===== src/rtl/core_column_readout.sv =====
// Core column readout: walks the CBA core column token chain for one
// trigger ID per request, buffers hit words and closes each event with a
// trailer word carrying the overflow flag, hit count and trigger ID.
module core_column_readout #(
  parameter int unsigned DATA_W     = 22,
  parameter int unsigned FIFO_DEPTH = 8,
  parameter int unsigned SETTLE     = 2,
  parameter int unsigned MAX_HITS   = 64
) (
  input  logic              Clk,
  input  logic              ResetB,
  input  logic              ReqValid,
  input  logic [4:0]        ReqTrigId,
  output logic              ReqReady,
  output logic [4:0]        CoreTrigIdReq,
  output logic              CoreRead,
  input  logic              CoreToken,
  input  logic [DATA_W-1:0] CoreData,
  output logic [DATA_W:0]   OutData,
  output logic              OutValid,
  input  logic              OutReady,
  output logic              Busy
);

  localparam int unsigned WORD_W = DATA_W + 1;
  localparam int unsigned PTR_W  = $clog2(FIFO_DEPTH);
  localparam int unsigned CNT_W  = $clog2(FIFO_DEPTH + 1);
  localparam int unsigned SET_W  = (SETTLE > 1) ? $clog2(SETTLE) : 1;
  localparam int unsigned HIT_W  = 8;

  typedef enum logic [2:0] {
    S_IDLE, S_SETTLE_W, S_CHECK, S_READ, S_CAPTURE, S_TRAILER
  } state_e;

  state_e             state_q, state_d;
  logic [SET_W-1:0]   settle_q, settle_d;
  logic [HIT_W-1:0]   hit_q, hit_d;
  logic               ovf_q, ovf_d;
  logic [4:0]         trig_id_q, trig_id_d;
  logic               core_read_q, core_read_d;
  logic               req_ready_q, req_ready_d;
  logic               busy_q, busy_d;

  logic [WORD_W-1:0]  mem_q [FIFO_DEPTH];
  logic [WORD_W-1:0]  mem_d [FIFO_DEPTH];
  logic [PTR_W-1:0]   wr_ptr_q, wr_ptr_d;
  logic [PTR_W-1:0]   rd_ptr_q, rd_ptr_d;
  logic [CNT_W-1:0]   count_q, count_d;
  logic [WORD_W-1:0]  out_data_q, out_data_d;
  logic               out_valid_q, out_valid_d;

  logic [CNT_W-1:0]   free_c;
  logic               push_c;
  logic               pop_c;
  logic [WORD_W-1:0]  push_word_c;
  logic [WORD_W-1:0]  trailer_c;

  // Readout sequencer: next state, event bookkeeping and FIFO push request.
  always_comb begin
    state_d     = state_q;
    settle_d    = settle_q;
    hit_d       = hit_q;
    ovf_d       = ovf_q;
    trig_id_d   = trig_id_q;
    push_c      = 1'b0;
    push_word_c = '0;
    free_c      = CNT_W'(FIFO_DEPTH) - count_q;

    trailer_c        = '0;
    trailer_c[DATA_W] = 1'b1;
    trailer_c[13]    = ovf_q;
    trailer_c[12:5]  = hit_q;
    trailer_c[4:0]   = trig_id_q;

    case (state_q)
      S_IDLE: begin
        if (ReqValid) begin
          trig_id_d = ReqTrigId;
          hit_d     = '0;
          settle_d  = '0;
          state_d   = S_SETTLE_W;
        end
      end
      S_SETTLE_W: begin
        if (settle_q == SET_W'(SETTLE - 1)) begin
          settle_d = '0;
          state_d  = S_CHECK;
        end else begin
          settle_d = settle_q + SET_W'(1);
        end
      end
      S_CHECK: begin
        // Closing the event needs one slot for the trailer; a read needs two
        // so the trailer that follows the captured word always fits.
        if (!CoreToken || (hit_q == HIT_W'(MAX_HITS))) begin
          if (free_c != '0) begin
            ovf_d   = CoreToken;
            state_d = S_TRAILER;
          end
        end else if (free_c >= CNT_W'(2)) begin
          state_d = S_READ;
        end
      end
      S_READ: begin
        state_d = S_CAPTURE;
      end
      S_CAPTURE: begin
        push_c      = 1'b1;
        push_word_c = {1'b0, CoreData};
        hit_d       = hit_q + HIT_W'(1);
        settle_d    = '0;
        state_d     = S_SETTLE_W;
      end
      S_TRAILER: begin
        push_c      = 1'b1;
        push_word_c = trailer_c;
        ovf_d       = 1'b0;
        state_d     = S_IDLE;
      end
      default: begin
        state_d = S_IDLE;
      end
    endcase

    core_read_d = (state_d == S_READ);
    req_ready_d = (state_d == S_IDLE);
    busy_d      = (state_d != S_IDLE);
  end

  // Output FIFO: storage, pointers, occupancy and registered head.
  always_comb begin
    mem_d    = mem_q;
    wr_ptr_d = wr_ptr_q;
    rd_ptr_d = rd_ptr_q;
    count_d  = count_q;
    pop_c    = out_valid_q && OutReady;

    if (push_c) begin
      mem_d[wr_ptr_q] = push_word_c;
      wr_ptr_d        = wr_ptr_q + PTR_W'(1);
    end
    if (pop_c) begin
      rd_ptr_d = rd_ptr_q + PTR_W'(1);
    end
    case ({push_c, pop_c})
      2'b10:   count_d = count_q + CNT_W'(1);
      2'b01:   count_d = count_q - CNT_W'(1);
      default: count_d = count_q;
    endcase

    out_valid_d = (count_d != '0);
    out_data_d  = mem_d[rd_ptr_d];
  end

  // State and FIFO registers.
  always_ff @(posedge Clk or negedge ResetB) begin
    if (!ResetB) begin
      state_q     <= S_IDLE;
      settle_q    <= '0;
      hit_q       <= '0;
      ovf_q       <= 1'b0;
      trig_id_q   <= '0;
      core_read_q <= 1'b0;
      req_ready_q <= 1'b1;
      busy_q      <= 1'b0;
      for (int i = 0; i < int'(FIFO_DEPTH); i++) begin
        mem_q[i] <= '0;
      end
      wr_ptr_q    <= '0;
      rd_ptr_q    <= '0;
      count_q     <= '0;
      out_data_q  <= '0;
      out_valid_q <= 1'b0;
    end else begin
      state_q     <= state_d;
      settle_q    <= settle_d;
      hit_q       <= hit_d;
      ovf_q       <= ovf_d;
      trig_id_q   <= trig_id_d;
      core_read_q <= core_read_d;
      req_ready_q <= req_ready_d;
      busy_q      <= busy_d;
      mem_q       <= mem_d;
      wr_ptr_q    <= wr_ptr_d;
      rd_ptr_q    <= rd_ptr_d;
      count_q     <= count_d;
      out_data_q  <= out_data_d;
      out_valid_q <= out_valid_d;
    end
  end

  assign ReqReady      = req_ready_q;
  assign CoreTrigIdReq = trig_id_q;
  assign CoreRead      = core_read_q;
  assign OutData       = out_data_q;
  assign OutValid      = out_valid_q;
  assign Busy          = busy_q;

endmodule


===== config.mk =====
export PLATFORM = sky130hd
export DESIGN_NAME = core_column_readout
export DESIGN_NICKNAME = d
export VERILOG_FILES = /design/src/rtl/core_column_readout.sv
export SDC_FILE = /design/constraint.sdc
export NUM_CORES = 1
export LEC_CHECK = 0
export BUFFER_PORTS_ARGS = -buffer_cell sky130_fd_sc_hd__buf_4
export CORE_AREA = 10 10 153 155
export CTS_CLUSTER_SIZE = 16
export DETAILED_ROUTE_END_ITERATION = 8
export DIE_AREA = 0 0 163 165
export GPL_ROUTABILITY_DRIVEN = 0
export GPL_TIMING_DRIVEN = 0
export PLACE_DENSITY = 0.75
export SKIP_CTS_REPAIR_TIMING = 1
export SKIP_LAST_GASP = 1
export SLEW_MARGIN = 10
export SYNTH_ARGS = -nofsm -noshare
export SYNTH_HDL_FRONTEND = slang
export SYNTH_SLANG_ARGS = --single-unit

===== constraint.sdc =====
create_clock -name Clk -period 2.7 [get_ports Clk]
set_input_delay 0.135 -clock Clk [delete_from_list [all_inputs] [get_ports Clk]]
set_output_delay 0.135 -clock Clk [all_outputs]
set_load 0.1 [all_outputs]

Yosys cells after proc, flatten, opt, wreduce, memory -nomap -nowiden
Cells that the tools add are included.
{"block": "op_classes", "add_sub_neg": 7, "magnitude_cmp": 4, "n_eq_ne": 12, "n_mux": 25, "bitwise_logic": 2, "reduce_logical": 17}
{"op": "184-bit bitwise mux", "n": 1}
{"op": "184-bit 2-to-1 mux", "n": 1}
{"op": "23-bit binary-select mux with 3-bit select", "n": 1}
{"op": "23-bit demux with 3-bit select", "n": 1}
{"op": "23-bit 2-to-1 mux", "n": 3}
{"op": "23-bit case mux with 2 select lines", "n": 1}
{"op": "3-bit 2-to-1 mux", "n": 6}
{"op": "8-bit case mux with 2 select lines", "n": 1}
{"op": "3-bit case mux with 5 select lines", "n": 1}
{"op": "3-bit by 2-bit == test with 1-bit output, second input constant", "n": 3}
{"op": "8-bit by 1-bit adder with 8-bit output, second input constant", "n": 1}
{"op": "8-bit by 7-bit == test with 1-bit output, second input constant", "n": 1}
{"op": "4-bit greater-or-equal comparator, second input constant", "n": 2}
{"op": "8-bit 2-to-1 mux", "n": 1}
{"op": "3-bit inverter with 4-bit output", "n": 2}
{"op": "4-bit case mux with 2 select lines", "n": 1}
{"op": "4-bit nonzero test", "n": 2}
{"op": "3-bit by 1-bit adder with 3-bit output, second input constant", "n": 2}
{"op": "3-bit == test, second input constant", "n": 2}
{"op": "3-bit zero test", "n": 2}
{"op": "2-bit inequality test, second input constant", "n": 3}
{"op": "2-bit AND reduction", "n": 3}
{"op": "3-bit nonzero test", "n": 2}
{"op": "1-bit 2-to-1 mux", "n": 5}
{"op": "17 further kinds", "n": 19}
{"block": "totals", "regBits": 239, "wordCells": 88}

Depth between registers and ports, before layout
Gate-level depths: netlist (run 1).
{"block": "logic_depth", "word_depth": 10, "mapped_depth": 14, "ltp_nobuf": 10}

Worst setup path after synthesis (run 1)
No wires, ideal clock.
{"block": "synth_timing", "kind": "reg2reg", "start": "reg state_q[2]", "end": "reg out_valid_q, in the netlist OutValid", "arrival_time_ns": 2.824, "required_ns": 2.561, "path_slack_ns": -0.262, "stages_incl_launch_ff": 15, "n_path_buf": 4, "cell_sequence": "dfrtp_1 buf_4 nor2b_1 clkbuf_1 buf_2 buf_2 inv_1 ha_1 ha_1 a21o_1 a21oi_1 xnor2_1 nor2_1 xor2_1 or4_1"}
{"block": "synth_via", "elab_chain_len": 6}
{"item": "start, declared", "line_no": "35", "rtl": "state_e state_q, state_d;"}
{"item": "start signal, assigned", "line_no": "175", "rtl": "state_q <= state_d;"}
{"item": "3-bit == test", "line_no": "75", "rtl": "case (state_q)"}
{"item": "2-bit OR reduction (no source line) (*)"}
{"item": "1-bit 2-to-1 mux (*)", "line_no": "75"}
{"item": "2-bit by 1-bit == test with 1-bit output or 2-bit == test (tied branches)", "line_no": "145", "rtl": "case ({push_c, pop_c})"}
{"item": "4-bit case mux with 2 select lines (*)", "line_no": "145"}
{"item": "via count_d[3]", "line_no": "48", "rtl": "logic [CNT_W-1:0] count_q, count_d;"}
{"item": "4-bit nonzero test (*)", "line_no": "151", "rtl": "out_valid_d = (count_d != '0);"}
{"item": "via out_valid_d", "line_no": "50", "rtl": "logic out_valid_q, out_valid_d;"}
{"item": "end signal, assigned", "line_no": "188", "rtl": "out_valid_q <= out_valid_d;"}
{"item": "end, declared", "line_no": "50"}
The timed path passes the listed nets; every way through them passes the cells marked *.
A chain may end at the register's enable or synchronous reset.

Worst setup path after layout (run 1)
Same ends and word-level chain as after synthesis.

==> results.md, run 1 <==
- Tot Pwr: roughly 16 mW
- Largest net degree at the start of global routing: roughly 110
- Critical path's largest stage delay: a little over 0.4 ns
- Sequential-to-total area share from yosys stat: 0.540
- Leak: between 6 and 7 nW
- Clock Latency Late Sink: roughly 0.5 ns
- Vias per cell: ~6.1
- Syn_area_per_cell: around 11 um2
- Crit-path slowest cell: or4_1
- CTS Sinks: 239
- Setup crit end kind: register
- Clock tree from TritonCTS: yes
- Leading area contributor after synthesis: dfrtp_1
- Max IR drop VDD: 1.05 mV
- Post-synth EDFFs: 0
- WL final: between 30,000 and 40,000 um
- Register clock-pin slew on the reported worst setup and hold paths: 0.06 ns
- Max Clock Freq: 365 MHz
- Top post-synthesis cells by count: 238 x dfrtp_1, 97 x nand2_1, 80 x inv_1, 67 x o21ai_0, 55 x mux2i_1
- Die area: around 27,000 um2
- Antenna Nets Post-Route: 0
- Synth cell types: 65
- Outcome: finished, violations left
- Cell family with most CP delay: simple AND/OR/NAND/NOR gates
- GR Util All Layers: 0.222
- Worst hold path class: input pin to register
- Placed Cells incl. Taps: 1,354
- Max-Cap Viols: 0
- Die height: about 170 um
- Crit-path max FO: 10
- CP cell instances: buf_6, nor2b_4, buf_12, buf_12, inv_1, ha_2, ha_1, a21o_1, a21oi_2, xnor2_1, nor2_1, xor2_1, or4_1
- 1st-pass router iterations: 5
- Mapped Cells: 1,019
- Synth Cell Area: between 10,000 and 15,000 um2
- Pre-CTS WS: -0.383 ns
- Clk root buf: clkbuf_16
- CP dominant cell by count: buf_12
- Core box area: 20,200 um2
- H-tree levels: 1
- Drt drc: 0
- Ant. Diodes: 0
- Worst Path Arrival: 3.12 ns
- Vias in the first global route: a little under 9,000
- Io pins: 64
- Final hold violations: 1
- Count leader, synth: dfrtp_1
- Worst Path Required: between 3 and 4 ns
- Via count: 8,673
- Synth-to-layout area growth: 16.9%
- Final Skew: approximately 0.007 ns
- Slew at the pin closest to its max-slew limit: around 0.78 ns
- First-pass GRT wire length: about 48,000 um
- Final net count: ~1,200
- Initial Utilization: 0.549
- Top post-synthesis cells by area: dfrtp_1 54%, mux2i_1 5.0%, a22o_1 4.0%
- DRT iter0 DRCs: 767
- Initial antenna violation count: 0
- CTS buffer count: 25
- Critical path buffer and inverter count: 4
- Slew margin rel.: 0.478
- Fin crit period: about 2.7 ns
- Post-DP HPWL: around 21,000 um
- Row cnt: 52
- Final hold slack: -0.0186 ns
- WL/cell: between 20 and 25 um
- RSZ-0062 raised after global routing: true
- Buffers on Ports: 63
- Failing checks: negative hold slack, negative setup slack
- Share of post-route cells with drive strength above 1: 0.185
- Synth warn: 0
- Critical path launch point type: register
- Syn Nets: 1,061
- Period utilisation layout: 1.02
- PwrDens: 1260 nW/um2
- Final setup viols: 1
- Die Width: approximately 160 um
- CP Class: register to register
- Top cell type's share of synthesized area: 0.538
- Deepest clock path buffer count: 3
- Total grt overflow: 0
- Fill count: 1,592
- Fin. max-slew vios: 0
- Post-route insts no fill: approximately 1,400
- Final worst slack: -0.0411 ns
- Ys async rst share: 1.00
- Top FF cell, synth: dfrtp_1
- Seq cells post-synth: about 240
==> kinds of logic after synthesis <==
family	Yosys count	synth area share
DFF	239	0.540
buffers and inverters	159	0.0582
muxes	81	0.0785
adders and majority gates	10	0.0120
and+or+nand+nor	182	0.0793
xor gates and xnor gates	16	0.0127
AOI/OAI and AO/OA	332	0.219
==> stage by stage <==
step           TNS, ns  area [um2]   util  hold slack, ns
2_1_floorplan        0       11100      -          -0.161
3_3_place_gp    -76.29       11900  0.591           0.369
3_5_place_dp     -2.09       12000  0.594          0.0595
4_1_cts          -2.44       12700  0.630          -0.480
5_1_grt         -0.263       12900  0.642          0.0692
6_report       -0.0411       12900  0.642         -0.0186
==> area by class of cell <==
| type | instances | area (um2) | area share |
|---|---|---|---|
| sequential | 239 | 5980 | 0.462 |
| timing repair buffer | 82 | 681 | 0.0526 |
| tap | 270 | 338 | 0.0261 |
| clock inverter | 6 | 32.5 | 0.00251 |
| inverter | 83 | 312 | 0.0241 |
| multi-input combinational | 621 | 4500 | 0.348 |
| clock buffer | 37 | 711 | 0.0549 |
| buffer | 75 | 382 | 0.0295 |
==> path summary, 6_finish.rpt <==
kind	startpoint	slack, ns	depth (start not counted)	endpoint
min in group asynchronous	ResetB	0.11	2	wr_ptr_q[1]
max in group asynchronous	ResetB	1.71	3	mem_q[62]
min reg2reg	mem_q[183]	0.48	2	mem_q[183]
max	state_q[2]	-0.04	13	OutValid
max reg2reg	state_q[2]	-0.04	13	OutValid
min	ReqValid	-0.02	4	settle_q
==> state kept, by name, summed over array words and instances, names as in the netlist <==
register / flops
mem_q: 184
OutData: 23
hit_q: 8
CoreTrigIdReq: 5
count_q: 4
rd_ptr_q: 3
state_q: 3
wr_ptr_q: 3
Busy: 1
CoreRead: 1
OutValid: 1
ReqReady: 1
ovf_q: 1
settle_q: 1
==> tightest hold or removal path, stage by stage <==
cell,delay (ns)
buf_4,0.08
nor3_1,0.05
o21ai_0,0.12
o21ai_0,0.07
==> per-layer routing <==
metal  vias up  routed length (um)  GRT usage
li1       3937                   -          -
met5         -                   0          0
met3        49                1900     0.0309
met2       310               15000      0.377
met1      4377               12400      0.288
met4         0                 741     0.0680
==> where the power goes <==
| part | switching, mW | internal (mW) |
|---|---|---|
| Sequential | 0.635 | 4.77 |
| Combinational | 5.09 | 2.59 |
| Clock | 1.38 | 1.81 |
==> cells in the final DEF (no fill, tap or decap), types with 13 or more instances in the layout <==
cell / n
dfrtp_1: 236
nand2_1: 97
inv_1: 80
buf_4: 78
o21ai_0: 67
mux2i_1: 55
a22o_1: 51
clkbuf_1: 42
a221oi_1: 41
o22ai_1: 37
a21oi_1: 32
o221ai_1: 28
nor2_1: 26
clkbuf_16: 25
mux2_2: 23
buf_2: 16
a22oi_1: 16
a21o_1: 14
and2_1: 13
Note: power is estimated with default switching activity, not from simulation.
==> inputs of run 2 (changes only) <==
--- a/config.mk
+++ b/config.mk
@@ -6,13 +6,16 @@
 export NUM_CORES = 1
 export LEC_CHECK = 0
 export BUFFER_PORTS_ARGS = -buffer_cell sky130_fd_sc_hd__buf_4
-export CORE_AREA = 10 10 153 155
+export CELL_PAD_IN_SITES_DETAIL_PLACEMENT = 2
+export CELL_PAD_IN_SITES_GLOBAL_PLACEMENT = 2
+export CORE_AREA = 10 10 184 186
+export CTS_CLUSTER_DIAMETER = 150
 export CTS_CLUSTER_SIZE = 16
 export DETAILED_ROUTE_END_ITERATION = 8
-export DIE_AREA = 0 0 163 165
+export DIE_AREA = 0 0 194 196
 export GPL_ROUTABILITY_DRIVEN = 0
 export GPL_TIMING_DRIVEN = 0
-export PLACE_DENSITY = 0.75
+export PLACE_DENSITY_LB_ADDON = 0.1
 export SKIP_CTS_REPAIR_TIMING = 1
 export SKIP_LAST_GASP = 1
 export SLEW_MARGIN = 10
==> constraint.sdc (replaced) <==
create_clock -name Clk -period 2.7 [get_ports Clk]
set_input_delay 0.405 -clock Clk [delete_from_list [all_inputs] [get_ports Clk]]
set_output_delay 0.405 -clock Clk [all_outputs]
set_load 0.1 [all_outputs]
==> run 2 against run 1 <==
The run now ends clean. Core utilization is 21 points lower. Die area increased by 41%. Via count down 0.98%. First-iteration DRC count down 44%. Combinational power grew 5.9%. Sequential share of layout area decreased by 0.054 points. Critical endpoint unchanged. Largest cell class unchanged. Largest power group unchanged.
==> results.md, run 2 (synthesis gave the netlist of run 1 again) <==
- Max IR drop VDD: roughly 0.96 mV
- Leak: roughly 6.7 nW
- WL final: between 30,000 and 40,000 um
- Placed Cells incl. Taps: 1,480
- Outcome: completed
- Synth-to-layout area growth: 17.0%
- Initial antenna violation count: 0
- Initial Utilization: 0.366
- Clock Latency Late Sink: approximately 0.51 ns
- Met3 usage: 0.0234
- Clock tree from TritonCTS: yes
- Slew margin rel.: 0.536
- Ant. Diodes: 0
- 1st-pass router iterations: 5
- Cell family with most CP delay: simple AND/OR/NAND/NOR gates
- Max Clock Freq: around 370 MHz
- Global-route met1 utilization: 0.242
- Final setup viols: 0
- Critical path launch point type: register
- DP Area: around 12,000 um2
- PwrDens: about 1200 nW/um2
- Crit Reg-Reg Startpoint: state_q[2]
- Critical path's largest stage delay: roughly 0.4 ns
- Clk root buf: clkbuf_16
- Critical path buffer and inverter count: 4
- Crit-path slowest cell: or4_1
- Final hold violations: 0
- Setup crit end kind: register
- Share of post-route cells with drive strength above 1: 0.204
- CP Class: register to register
- Row cnt: 64
- Worst Hold Depth: 2
- Fin crit period: 2.69 ns
- Post-DP HPWL: 27,100 um
- Vias per cell: 5.63
- Worst reg-to-reg setup slack: 0.01 ns
- H-tree levels: 1
- Antenna Nets Post-Route: 0
- GR Util met2: 0.356
- Final net count: roughly 1,200
- WL/cell: around 25 um
- Die height: about 200 um
- RSZ-0062 raised after global routing: true
- Die area: 38,000 um2
- Max-Cap Viols: 0
- Register clock-pin slew on the reported worst setup and hold paths: 0.08 ns
- Buffers on Ports: 63
- Fin. max-slew vios: 0
- First-pass GRT wire length: 59,900 um
- CTS buffer count: 18
- CP cell instances: buf_6, nor2b_4, buf_12, buf_12, inv_1, ha_2, ha_1, a21o_1, a21oi_2, xnor2_1, nor2_1, xor2_1, or4_1
- Worst Path Required: ~3.1 ns
- Largest net degree at the start of global routing: ~110
- Area taken by multi-input logic gates: ~4600 um2
- Hold EP: CoreTrigIdReq[0]
- Pre-CTS WS: -0.467 ns
- CTS Sinks: ~240
- Die Width: just under 200 um
- Slew at the pin closest to its max-slew limit: between 0.6 and 0.7 ns
- Worst hold path class: input pin to register
- Commonest non-fill, non-tap cells in the layout: 236 x dfrtp_1, 97 x nand2_1, 87 x buf_4, 80 x inv_1, 67 x o21ai_0
- Vias in the first global route: about 9,800
- Fill count: between 3,000 and 4,000
- DRT iter0 DRCs: ~430
- Total grt overflow: 0
- Final Instance Area: 13,000 um2
- Hold wc startpoint: ReqTrigId[0]
- Max reg flops: 184
- Worst-case reg-to-reg path depth: 13
- Io pins: between 60 and 70
- Deepest clock path buffer count: 3
- Worst Path Arrival: 3.07 ns
- Most common cell after layout, fill and taps aside: dfrtp_1
- Drt drc: 0
- Top reg by flops: mem_q
- Final worst slack: between 0.01 and 0.015 ns
- Post-route insts no fill: roughly 1,500
- Core box area: 30,300 um2
- GR Util All Layers: 0.197
- Final Util: 0.428
- Via count: between 8,000 and 9,000
- Worst reg2reg path endpoint: OutValid
- Crit-path max FO: 8
- Grt peak-use layer: met2
- Final Skew: 0.0149 ns
- Storage element area: ~6000 um2
- Period utilisation layout: 0.995
- CP dominant cell by count: buf_12
## run 2: changes by cell type in the layout (fill, tap and decap cells not counted), moves of 5 or more
cell and delta:
clkinv_2 -5, clkbuf_2 +11, dlygate4sd3_1 -6, clkbuf_16 -6, buf_4 +9, clkbuf_1 -12
## run 2: through the flow
stage                     total power, mW  hold slack [ns]  TNS (ns)
after floorplan                      10.8            0.109         0
after global placement               13.1            0.462   -204.85
after detailed placement             13.3            0.317    -10.75
after CTS                            16.0           -0.224    -12.39
after global routing                 17.2            0.131    -0.130
final                                16.2            0.134         0
## run 2: worst max path at each step
stage / cells past startpoint / from / endpoint / slack, ns
CTS: 14 / state_q[2] / OutValid / -0.47
floorplan: 14 / state_q[2] / OutValid / 0.02
global route: 13 / state_q[2] / OutValid / -0.10
global placement: 1 / ResetB / OutValid / -1.06
finish: 13 / state_q[2] / OutValid / 0.01
detailed placement: 14 / state_q[2] / OutValid / -0.47
## run 2: power breakdown
part           internal (mW)  switching, mW  leakage, nW
Combinational           2.70           5.43         3.38
Sequential              4.77          0.662         3.07
Clock                   1.29           1.31        0.242
## run 2: routing by layer
layer  wire length [um]  vias up
met3               1020       46
met4                992        0
met5                  0        -
li1                   -     3922
met2              19700      129
met1              16200     4491
## run 2: cell type report
| cell class | count | area share |
|---|---|---|
| Sequential cell | 239 | 0.462 |
| Multi-Input combinational cell | 621 | 0.352 |
| Timing Repair Buffer | 86 | 0.0537 |
| Clock buffer | 26 | 0.0387 |
| Tap cell | 396 | 0.0382 |
| Buffer | 75 | 0.0311 |
| Inverter | 83 | 0.0240 |
## run 2: worst register-to-register path, delay by kind of cell (launching register included)
| kind | cells | cell delay [ns] |
|---|---|---|
| simple gates | 3 | 0.67 |
| buf+inv | 4 | 0.48 |
| fa+ha+maj | 2 | 0.47 |
| flops | 1 | 0.37 |
| compound gates | 2 | 0.32 |
| xor+xnor | 2 | 0.26 |
